[config.mk]
export PLATFORM = sky130hd
export DESIGN_NAME = opti_sos_engine
export DESIGN_NICKNAME = d
export VERILOG_FILES = /design/src/rtl/opti_sos_engine.sv
export SDC_FILE = /design/constraint.sdc
export NUM_CORES = 1
export LEC_CHECK = 0
export CORE_MARGIN = 4
export CORE_UTILIZATION = 46
export DETAILED_ROUTE_END_ITERATION = 12
export PLACE_DENSITY = 0.63
export SLEW_MARGIN = 30
export SYNTH_ARGS = -nofsm -noshare
export SYNTH_HDL_FRONTEND = slang
export SYNTH_SLANG_ARGS = --single-unit
[constraint.sdc]
create_clock -name clk -period 32.4 [get_ports clk]
set_input_delay 3.24 -clock clk [delete_from_list [all_inputs] [get_ports clk]]
set_output_delay 3.24 -clock clk [all_outputs]
set_load 0.03 [all_outputs]
[src/rtl/opti_sos_engine.sv]
// opti_sos_engine: two-section DF-I biquad cascade on one shared MAC.
// Ports: clk, rst_n (sync, active-low), in_valid/in_data/in_ready sample
// input, coef_stage + coef_b0..coef_a2 ROM link, out_valid/out_data result,
// sat_flag. Build macro OPTI_SAT_EN: clamp section results, sticky sat_flag.
module opti_sos_engine #(
  parameter int DW   = 16,
  parameter int CW   = 16,
  parameter int FRAC = 14,
  parameter int ACCW = 36
) (
  input  logic          clk,
  input  logic          rst_n,
  input  logic          in_valid,
  input  logic [DW-1:0] in_data,
  output logic          in_ready,
  output logic          coef_stage,
  input  logic [CW-1:0] coef_b0,
  input  logic [CW-1:0] coef_b1,
  input  logic [CW-1:0] coef_b2,
  input  logic [CW-1:0] coef_a1,
  input  logic [CW-1:0] coef_a2,
  output logic          out_valid,
  output logic [DW-1:0] out_data,
  output logic          sat_flag
);

  typedef enum logic [1:0] {
    S_IDLE,
    S_MAC,
    S_WR
  } state_t;

  localparam logic signed [ACCW-1:0] HALF =
    ACCW'(1) <<< (FRAC - 1);

  state_t                 state;
  logic [2:0]             tap;
  logic signed [ACCW-1:0] acc;
  logic signed [DW-1:0]   x_cur;
  logic signed [DW-1:0]   x1 [2];
  logic signed [DW-1:0]   x2 [2];
  logic signed [DW-1:0]   y1 [2];
  logic signed [DW-1:0]   y2 [2];

  logic signed [DW-1:0]      opa;
  logic signed [CW-1:0]      coef;
  logic                      sub;
  logic signed [DW+CW-1:0]   prod;
  logic signed [ACCW-1:0]    prod_ext;
  logic signed [ACCW-1:0]    acc_nxt;
  logic signed [ACCW-1:0]    rsum;
  logic signed [ACCW-1:0]    rsh;
  logic signed [DW-1:0]      r;

  assign in_ready = (state == S_IDLE);

  // Tap order: b0*x, b1*x1, b2*x2, a1*y1, a2*y2 (a-terms subtracted).
  always_comb begin
    opa  = x_cur;
    coef = $signed(coef_b0);
    sub  = 1'b0;
    unique case (tap)
      3'd0: begin
        opa  = x_cur;
        coef = $signed(coef_b0);
      end
      3'd1: begin
        opa  = x1[coef_stage];
        coef = $signed(coef_b1);
      end
      3'd2: begin
        opa  = x2[coef_stage];
        coef = $signed(coef_b2);
      end
      3'd3: begin
        opa  = y1[coef_stage];
        coef = $signed(coef_a1);
        sub  = 1'b1;
      end
      3'd4: begin
        opa  = y2[coef_stage];
        coef = $signed(coef_a2);
        sub  = 1'b1;
      end
      default: begin
        opa  = x_cur;
        coef = $signed(coef_b0);
        sub  = 1'b0;
      end
    endcase
  end

  assign prod     = opa * coef;
  assign prod_ext = ACCW'(prod);
  assign acc_nxt  = sub ? acc - prod_ext : acc + prod_ext;

  // Round half up, then drop the fractional bits.
  assign rsum = acc + HALF;
  assign rsh  = rsum >>> FRAC;

`ifdef OPTI_SAT_EN
  localparam logic signed [ACCW-1:0] MAX_V =
    (ACCW'(1) <<< (DW - 1)) - ACCW'(1);
  localparam logic signed [ACCW-1:0] MIN_V = ~MAX_V;

  logic clip;

  always_comb begin
    r    = rsh[DW-1:0];
    clip = 1'b0;
    if (rsh > MAX_V) begin
      r    = MAX_V[DW-1:0];
      clip = 1'b1;
    end else if (rsh < MIN_V) begin
      r    = MIN_V[DW-1:0];
      clip = 1'b1;
    end
  end
`else
  logic unused_hi;

  // Wrap: only the low DW bits survive.
  assign r         = rsh[DW-1:0];
  assign unused_hi = ^rsh[ACCW-1:DW];
  assign sat_flag  = 1'b0;
`endif

  always_ff @(posedge clk) begin
    if (!rst_n) begin
      state      <= S_IDLE;
      tap        <= '0;
      acc        <= '0;
      x_cur      <= '0;
      coef_stage <= 1'b0;
      out_valid  <= 1'b0;
      out_data   <= '0;
      for (int i = 0; i < 2; i++) begin
        x1[i] <= '0;
        x2[i] <= '0;
        y1[i] <= '0;
        y2[i] <= '0;
      end
`ifdef OPTI_SAT_EN
      sat_flag   <= 1'b0;
`endif
    end else begin
      out_valid <= 1'b0;
      unique case (state)
        S_IDLE: begin
          if (in_valid) begin
            x_cur      <= in_data;
            acc        <= '0;
            tap        <= '0;
            coef_stage <= 1'b0;
            state      <= S_MAC;
          end
        end
        S_MAC: begin
          acc <= acc_nxt;
          if (tap == 3'd4) begin
            state <= S_WR;
          end else begin
            tap <= tap + 3'd1;
          end
        end
        S_WR: begin
          x2[coef_stage] <= x1[coef_stage];
          x1[coef_stage] <= x_cur;
          y2[coef_stage] <= y1[coef_stage];
          y1[coef_stage] <= r;
`ifdef OPTI_SAT_EN
          sat_flag <= sat_flag | clip;
`endif
          if (!coef_stage) begin
            // Section 0 result feeds section 1.
            x_cur      <= r;
            coef_stage <= 1'b1;
            acc        <= '0;
            tap        <= '0;
            state      <= S_MAC;
          end else begin
            out_data   <= r;
            out_valid  <= 1'b1;
            coef_stage <= 1'b0;
            state      <= S_IDLE;
          end
        end
        default: state <= S_IDLE;
      endcase
    end
  end

endmodule

Word level (Yosys, flattened, before mapping)
Memories as Yosys holds them, arrays and structs flattened. A register that Yosys moved wholly into a read port is not among the register bits.
Index checks and enable logic that the tools add are counted.
Widths: inputs -> output; s select.

operators by class
  add/subtract/negate cells = 4
  multiply operators = 1
  divide/modulo/power cells = 0
  $lt $le $gt $ge = 0
  equality and inequality tests = 10
  shifts and indexed selects = 0
  multiplexer cells = 46
  bitwise gates (word level) = 0
  reduce and logical (&&, ||, !) cells = 15

operators with widths
  kind                    number
  $pmux 16 s4             2
  $mux 36                 3
  $pmux 36 s3             1
  $mux 16                 6
  $reduce_or 16->1        4
  $add 36x32->36          1
  $sub 36x32->36          1
  $mul 16x16->32          1
  $pmux 16 s2             1
  $add 30x15->30 const B  1
  $mux 1                  25
  $mux 3                  3
  $pmux 3 s3              1
  $ne 2x2->1 const B      4
  $reduce_and 2->1        4
  $eq 3x2->1 const B      2
  $pmux 2 s3              1
  $reduce_and 3->1        2
  $mux 2                  2
  $reduce_and 4->1        1
  $add 3x1->3 const B     1
  $eq 3x1->1 const B      1
  $eq 3x3->1 const B      1
  $reduce_bool 3->1       1
  6 further kinds         6

storage, ports and cells
  register bits = 75
  bits in latches = 0
  RAM bits = 128
  bits in read-only memories = 0
  bits of input ports = 99
  logic and storage cells = 87
  memories kept = 4

memories
  name  depth  bits a word  read ports  clocked after memory_dff  wr ports  RTL line  text
  x1    2      16           1           1                         2         40        logic signed [DW-1:0] x1 [2];
  x2    2      16           1           1                         2         41        logic signed [DW-1:0] x2 [2];
  y1    2      16           1           1                         2         42        logic signed [DW-1:0] y1 [2];
  y2    2      16           1           1                         2         43        logic signed [DW-1:0] y2 [2];

Depth between registers and ports, before layout
Gate-level depths: netlist of run 1.

  word-level depth = 6
  gate-level depth with buffers = 48
  depth with buffers taken out = 43

Least setup slack after synthesis of run 1
Ideal clock, no wire load.

  path type = input to register
  start point = input port coef_a1[5]
  end point = register acc[29]
  data arrival time = 11.543 ns
  slack = 20.734 ns
  stages on the path = 39
  path buffers = 2
  cell sequence = a22oi_1 -> nand3_1 -> o21ai_1 -> clkbuf_1 -> nor2_1 -> fa_1 -> inv_1 -> fa_1 -> fa_1 -> inv_1 -> fa_1 -> fa_1 -> inv_1 -> fa_1 -> inv_1 -> ha_1 -> clkbuf_1 -> nand2_1 -> [... 3 more ...] -> xor2_1 -> or3_4 -> nor4_4 -> nand2_1 -> nand2_1 -> xor2_1 -> ha_1 -> a21o_1 -> a21o_1 -> nand3_1 -> a21oi_1 -> o21a_1 -> a211o_1 -> a31o_2 -> a21boi_0 -> o21bai_1 -> xnor3_1 -> o21ai_1

between the ends
  longest elaborated chain between the ends = 5

RTL lines
  item                                              RTL line  text
  start: declaration                                20        input logic [CW-1:0] coef_a1,
  $pmux 16 s4 (*)                                   62        unique case (tap)
  $mul 16x16->32 (*)                                93        assign prod = opa * coef;
  $add 36x32->36 or $sub 36x32->36 (tied branches)  95        assign acc_nxt = sub ? acc - prod_ext : acc + prod_ext;
  $mux 36 (*)                                       95
  $pmux 36 s3 (*)                                   148       unique case (state)
  end signal: assignment                            159       acc <= acc_nxt;
  end: declaration                                  38        logic signed [ACCW-1:0] acc;

Mark *: on every way between the ends. The rest lies on a longest branch, timed or not.
A chain may end at the register's enable or synchronous reset.

Worst setup path in the final report of run 1
  start point = input port coef_b2[3]
  end point = register acc[29]

between the ends
  longest elaborated chain between the ends = 5

RTL lines
  item                                              RTL line  text
  start: declaration                                19        input logic [CW-1:0] coef_b2,
  $pmux 16 s4 (*)                                   62
  $mul 16x16->32 (*)                                93
  $add 36x32->36 or $sub 36x32->36 (tied branches)  95
  $mux 36 (*)                                       95
  $pmux 36 s3 (*)                                   148

Marks and branches as above.

==> metrics.md, run 1 <==
| Metric | Value |
|---|---|
| Status | `complete, no violations` |
| Sink Count | `198` |
| Synthesized area per cell | `9.14 um^2` |
| Yosys top cell area share | `0.243` |
| DR WL/cell | `21.0 um` |
| Crit-path leading delay family | `adder cells` |
| Final Cycle Share | `0.387` |
| Slew HR | `0.331` |
| HPWL Detailed | `47.7 mm` |
| Critical R2R Launch | `tap[0]$_SDFFE_PN0P_` |
| Total GRT Usage | `0.259` |
| IO Port Bufs | `117` |
| Max cap viols | `0` |
| Setup TNS | `0 ps` |
| Final hold vios | `0` |
| Fin crit period | `12550 ps` |
| F_max | `79.7 MHz` |
| Clock buffer depth | `2` |
| Die Wd | `219 um` |
| Layout cells sized above 1 | `0.0479` |
| Post-synthesis register bit count | `198` |
| R2r worst-path depth | `42` |
| Via density per instance | `5.57` |
| Drt pass-1 iters | `6` |
| Via Count | `16218` |
| Crit path capture | `acc[29]$_SDFFE_PN0P_` |
| CP arrival | `12860 ps` |
| CTS Buf Count | `17` |
| Post-synth top flop | `edfxtp_1` |
| Clk root buf | `clkbuf_16` |
| CP Depth | `37` |
| Reg2Reg Setup Slack | `20770 ps` |
| Cell taking the most area after synthesis | `fa_1` |
| Post_cts resized | `0` |
| Clock slew at reported path FFs | `70 ps` |
| Multiplexer share of the synthesized area | `0.0224` |
| Final GP Congestion | `0.954` |
| Sequential area share after synthesis | `0.256` |
| Crit-path max FO | `6` |
| Top cells by area, synth | `fa_1 24%, edfxtp_1 19%, ha_1 7.0%` |
| Crit path from | `coef_b2[3]` |
| Hold WC Path Type | `flip-flop to flip-flop` |
| Tightest Pin Transition | `1000 ps` |
| Compound-gate portion of the synthesized area | `0.129` |
| Final ANT Viol Nets | `0` |
| Area Growth Syn to Fin | `11.5%` |
| CP startpoint kind | `input port` |
| Largest net degree at the start of global routing | `65` |
| First-pass GRT wire length | `95.6 mm` |
| 1st-iter DRT viols | `1328` |
| Main combinational cell family by area after synthesis | `adder cells` |
| Remaining DRCs | `0` |
| Clk_skew | `15.8 ps` |
| Die ar. | `48100 um^2` |
| Die height | `219 um` |
| Yosys warns | `0` |
| Most frequent cells in the layout | `327 x inv_1, 313 x nor2_1, 249 x fa_1` |
| Synth cell types | `73` |
| Vias in the first global route | `16391` |
| Asr flop ratio synth | `0` |
| Simple-Gate Fraction of Synth Area | `0.156` |
| Final WL | `61.2 mm` |
| Most common cell after layout, fill and taps aside | `inv_1` |
| Mapped cell area | `20500 um^2` |
| Initial Util | `0.465` |
| Core box area | `44100 um^2` |
| CTS tree | `yes` |
| Setup violations, final | `0` |
| Critical Path End Type | `flip-flop` |
| Post-synthesis cell count | `2244` |
| Net Count, Synth | `2707` |
| Crit path max-delay cell type | `fa_1` |
| CTS H-tree lvls | `4` |
| Worst EP required | `32710 ps` |
| Initial antenna violation count | `0` |
| Reg2reg end | `acc[29]$_SDFFE_PN0P_` |
| Adder-Cell Fraction of Synth Area | `0.313` |
| Cts hold-fix bufs | `0` |
| Clk_lat worst skew | `440 ps` |
| Number of top-level pins | `119` |
| WS Path Type | `input port to flip-flop` |
| Row count | `77` |
| Fill cells | `4154` |
| Grt ovf | `0` |
| Post-synth EDFFs | `128` |
| XOR/XNOR Fraction of Synth Area | `0.0434` |
| Postcts setup bufs | `0` |
| Unrepaired setup endpoints after global routing | `false` |
| Critical path buffer and inverter count | `6` |
| Ant. Diodes | `0` |
| Delay of the slowest cell on the worst path | `620 ps` |
| Fin. max-slew vios | `0` |
| Post-layout nets | `2769` |
==> area by class of cell <==
class                      count  area (um^2)  share of cell area
clock inverter                12          113             0.00492
clock buffer                  20          437              0.0191
timing repair buffer         150         1420              0.0620
inverter                     330         1240              0.0541
sequential                   198         5250               0.229
tap                          592          741              0.0324
multi-input combinational   1609        13700               0.598
==> worst min path at each step <==
stage,start,depth (start not counted),to
global route,out_data[8]$_SDFFE_PN0P_,1,out_data[8]$_SDFFE_PN0P_
global placement,out_data[1]$_SDFFE_PN0P_,1,out_data[1]$_SDFFE_PN0P_
CTS,out_data[13]$_SDFFE_PN0P_,1,out_data[13]$_SDFFE_PN0P_
finish,out_data[14]$_SDFFE_PN0P_,1,out_data[14]$_SDFFE_PN0P_
floorplan,acc[29]$_SDFFE_PN0P_,2,acc[29]$_SDFFE_PN0P_
detailed placement,out_data[0]$_SDFFE_PN0P_,1,out_data[0]$_SDFFE_PN0P_
==> kinds of logic after synthesis <==
group                      Yosys count
AOI/OAI and AO/OA                  393
xor gates and xnor gates           100
adders and majority gates          364
buffers and inverters              437
DFF                                198
muxes                               46
other                                1
and+or+nand+nor                    705
==> metrics by stage <==
| step | instance area, um^2 | setup WS (ps) | util | hold slack [ps] | instances |
|---|---|---|---|---|---|
| floorplan | 20500 | 20730 | - | 462 | 2244 |
| finish | 22900 | 19850 | 0.519 | 455 | 2911 |
| global route | 22900 | 19420 | 0.519 | 484 | 2911 |
| global placement | 22300 | 19400 | 0.506 | 435 | 2879 |
| CTS | 22900 | 19900 | 0.518 | 461 | 2911 |
| detailed placement | 22300 | 19480 | 0.506 | 444 | 2879 |
==> layer usage <==
layer  global-route usage  share of wire  vias up
met2                0.409           0.45      617
met5                    0              0        -
met3               0.0582          0.082       73
met4               0.0560          0.022        0
li1                     -              -     7487
met1                0.369           0.44     8041
==> cells in the mapped netlist (4+ instances only) <==
cell and n:
a21boi_0 6, and2_1 45, xnor2_1 58, a31oi_1 17, nor2b_1 48, buf_1 12, nor3_1 25, a21o_1 34
fa_1 249, a221oi_1 10, ha_1 115, xor2_1 41, or2_2 14, a21oi_1 76, o21bai_1 9, nand3_1 27
a211o_1 4, o21ai_0 55, o21a_1 19, nor3b_1 4, nand2b_1 20, nor2_1 315, a22oi_1 57, nand2_1 169
or3_1 12, o22ai_1 24, o31ai_1 5, edfxtp_1 128, o21ai_1 7, clkbuf_1 92, mux2i_1 46, a31o_2 10
and3_1 4, o221ai_1 4, inv_1 328, a211oi_1 18, o211ai_1 12, dfxtp_1 70
==> registers in the layout, summed over array words and instances, names as in the netlist, named ones only <==
name,cells
y2,32
state,2
x1,32
tap,3
out_valid,1
coef_stage,1
x2,32
y1,32
x_cur,16
out_data,16
acc,30
==> worst register-to-register path: cells and delay by family, from the launching register on <==
family | cells | cell delay, ps
AND/OR/NAND/NOR | 12 | 3660
adder cells (fa/ha/maj) | 10 | 3640
AO/OA/AOI/OAI | 11 | 2090
buffers and inverters | 7 | 1200
XOR/XNOR | 2 | 530
flip-flops | 1 | 400
Power of run 1 is left out: the tool's default activity adds up to more than one toggle a clock period on the data nets, which glitch-free logic cannot reach.
==> inputs of run 2 (changes only) <==
Settings changed: PLACE_DENSITY 0.63 to 0.66.
Clock period 32.4 ns to 11.2 ns, I/O delays scaled along.
==> run 2 against run 1 <==
Against the previous run:
- sequential share of layout area shrank 0.31 points
- wire length down 1.6%
- worst hold slack got worse by 1.4 ps
- cell count up 0.89%
- core utilization up 0.75 points
- design area increased by 1.4%
- clock skew down 3.9 ps
- worst setup slack got worse by 19000 ps
- register-to-register slack worse by 20000 ps
==> metrics.md, run 2 (synthesized netlist as in run 1, its figures left out) <==
| Metric | Value |
|---|---|
| Status | `complete, no violations` |
| Setup violations, final | `0 (unchanged)` |
| Reg2Reg Setup Slack | `580 ps (-20190 ps)` |
| Sink Count | `198 (unchanged)` |
| FF+latch area | `5250 um^2 (about the same)` |
| Clk_lat worst skew | `450 ps (about the same)` |
| Most common cell after layout, fill and taps aside | `inv_1` |
| Post-layout nets | `2795 (+0.94%)` |
| Crit-path leading delay family | `adder cells` |
| Worst EP required | `11520 ps (-21190 ps)` |
| Die height | `219 um (unchanged)` |
| CTS H-tree lvls | `4 (unchanged)` |
| CTS tree | `yes` |
| Hold WC Path Type | `flip-flop to flip-flop` |
| Die ar. | `48100 um^2 (unchanged)` |
| WS Path Type | `flip-flop to flip-flop` |
| Max cap viols | `0 (unchanged)` |
| Area Growth Syn to Fin | `13.1%` |
| Initial Util | `0.465 (unchanged)` |
| Final ANT Viol Nets | `0 (unchanged)` |
| Final Cycle Share | `0.948` |
| CP arrival | `10940 ps (-1920 ps)` |
| Crit path from | `tap[0]$_SDFFE_PN0P_` |
| Final GP Congestion | `1.01 (+5.3%)` |
| Clk_skew | `11.9 ps (-3.90 ps)` |
| Layout cells sized above 1 | `0.0627 (+0.0148)` |
| Critical path buffer and inverter count | `7 (+1)` |
| Hold_sp | `out_data[8]$_SDFFE_PN0P_` |
| Tightest Pin Transition | `948 ps (-52.7 ps)` |
| Setup Slack @ Placement | `198 ps (-19280 ps)` |
| Crit-path max FO | `12 (+6)` |
| CTS Buf Count | `17 (unchanged)` |
| Initial antenna violation count | `1 (+1)` |
| Clock slew at reported path FFs | `70 ps (about the same)` |
| Number of top-level pins | `119 (unchanged)` |
| 1st-iter DRT viols | `1573 (+18%)` |
| Delay of the slowest cell on the worst path | `570 ps (-50 ps)` |
| Fin. max-slew vios | `0 (unchanged)` |
| Most common cell on crit path | `fa_1` |
| Core box area | `44100 um^2 (unchanged)` |
| Ant. Diodes | `0 (unchanged)` |
| Area of the multi-input gates | `13800 um^2 (+0.66%)` |
| Final hold vios | `0 (unchanged)` |
| Most frequent cells in the layout | `327 x inv_1, 314 x nor2_1, 249 x fa_1` |
| Via density per instance | `5.57 (about the same)` |
| Via Count | `16366 (+0.91%)` |
| Die Wd | `219 um (unchanged)` |
| IO Port Bufs | `117 (unchanged)` |
| Row count | `77 (unchanged)` |
| Fin crit period | `10620 ps` |
| DR WL/cell | `20.5 um (-2.4%)` |
| Grt ovf | `0 (unchanged)` |
| Clk root buf | `clkbuf_16` |
| Critical Path End Type | `flip-flop` |
| F_max | `94.2 MHz` |
| CP startpoint kind | `flip-flop` |
| Cts hold-fix bufs | `0 (unchanged)` |
| First-pass GRT wire length | `94.1 mm (-1.5%)` |
| Crit path max-delay cell type | `fa_1` |
| Fill cells | `4054 (-2.4%)` |
| Largest net degree at the start of global routing | `65 (unchanged)` |
| Slew HR | `0.368 (+0.0376)` |
| Post-layout util | `0.526 (+0.00749)` |
| Critical R2R Launch | `tap[0]$_SDFFE_PN0P_` |
| Final WL | `60.2 mm (-1.6%)` |
| Vias in the first global route | `16466 (+0.46%)` |
| Final WS setup | `580 ps (-19270 ps)` |
| HPWL Detailed | `47.5 mm (-0.46%)` |
| Total GRT Usage | `0.253 (-0.00668)` |
| Clock buffer depth | `2 (unchanged)` |
| Drt pass-1 iters | `6 (unchanged)` |
| Remaining DRCs | `0 (unchanged)` |
-- run 2: changes by cell type in the layout (fill, tap and decap cells not counted), sizes merged --
cell    previous run  this run
clkinv             6         7
nor2b             48        50
inv              335       334
buf               33        57
-- run 2: worst register-to-register path: cells and delay by family (launching register included) --
family | cells | cell delay, ps
AO/OA/AOI/OAI | 11 | 2410
XOR/XNOR | 2 | 630
adder cells (fa/ha/maj) | 10 | 4220
buffers and inverters | 7 | 900
flip-flops | 1 | 400
AND/OR/NAND/NOR | 7 | 1930
-- run 2: path summary, 6_finish.rpt --
check / to / cells after the start
max: acc[29]$_SDFFE_PN0P_ / 37
min: out_data[8]$_SDFFE_PN0P_ / 1
max reg2reg: acc[29]$_SDFFE_PN0P_ / 37
min reg2reg: out_data[8]$_SDFFE_PN0P_ / 1
-- run 2: timing repair --
| action | CTS | global route |
|---|---|---|
| setup buffers | 0 | 3 |
| setup endpoints to repair | 0 | 4 |
| gates resized for setup | 0 | 22 |
| hold endpoints to repair | 0 | 0 |
-- run 2: metrics by stage --
stage	area, um^2	std cells	hold slack (ps)	TNS [ps]
detailed placement	22500	2900	441	0
global placement	22500	2900	435	0
global route	23200	2937	464	-31.7
finish	23200	2937	454	0
floorplan	20500	2244	462	0
CTS	23100	2932	458	0
-- run 2: layout make-up --
cell class | instances | share of cell area
clock buffer | 20 | 0.0202
clock inverter | 12 | 0.00539
inverter | 330 | 0.0534
multi-input combinational | 1611 | 0.593
sequential | 198 | 0.226
tap | 592 | 0.0319
timing repair buffer | 174 | 0.0694
-- run 2: metal layers --
metal  global-route usage  share of wire  up-vias  wire length, um
li1                     -              -     7528                -
met1                0.362           0.44     8139            26300
met2                0.400           0.46      616            27600
met3               0.0482          0.078       81             4710
met4               0.0584          0.026        2             1560
met5                    0        0.00012        -                7
Power of run 2 is left out for the same reason.
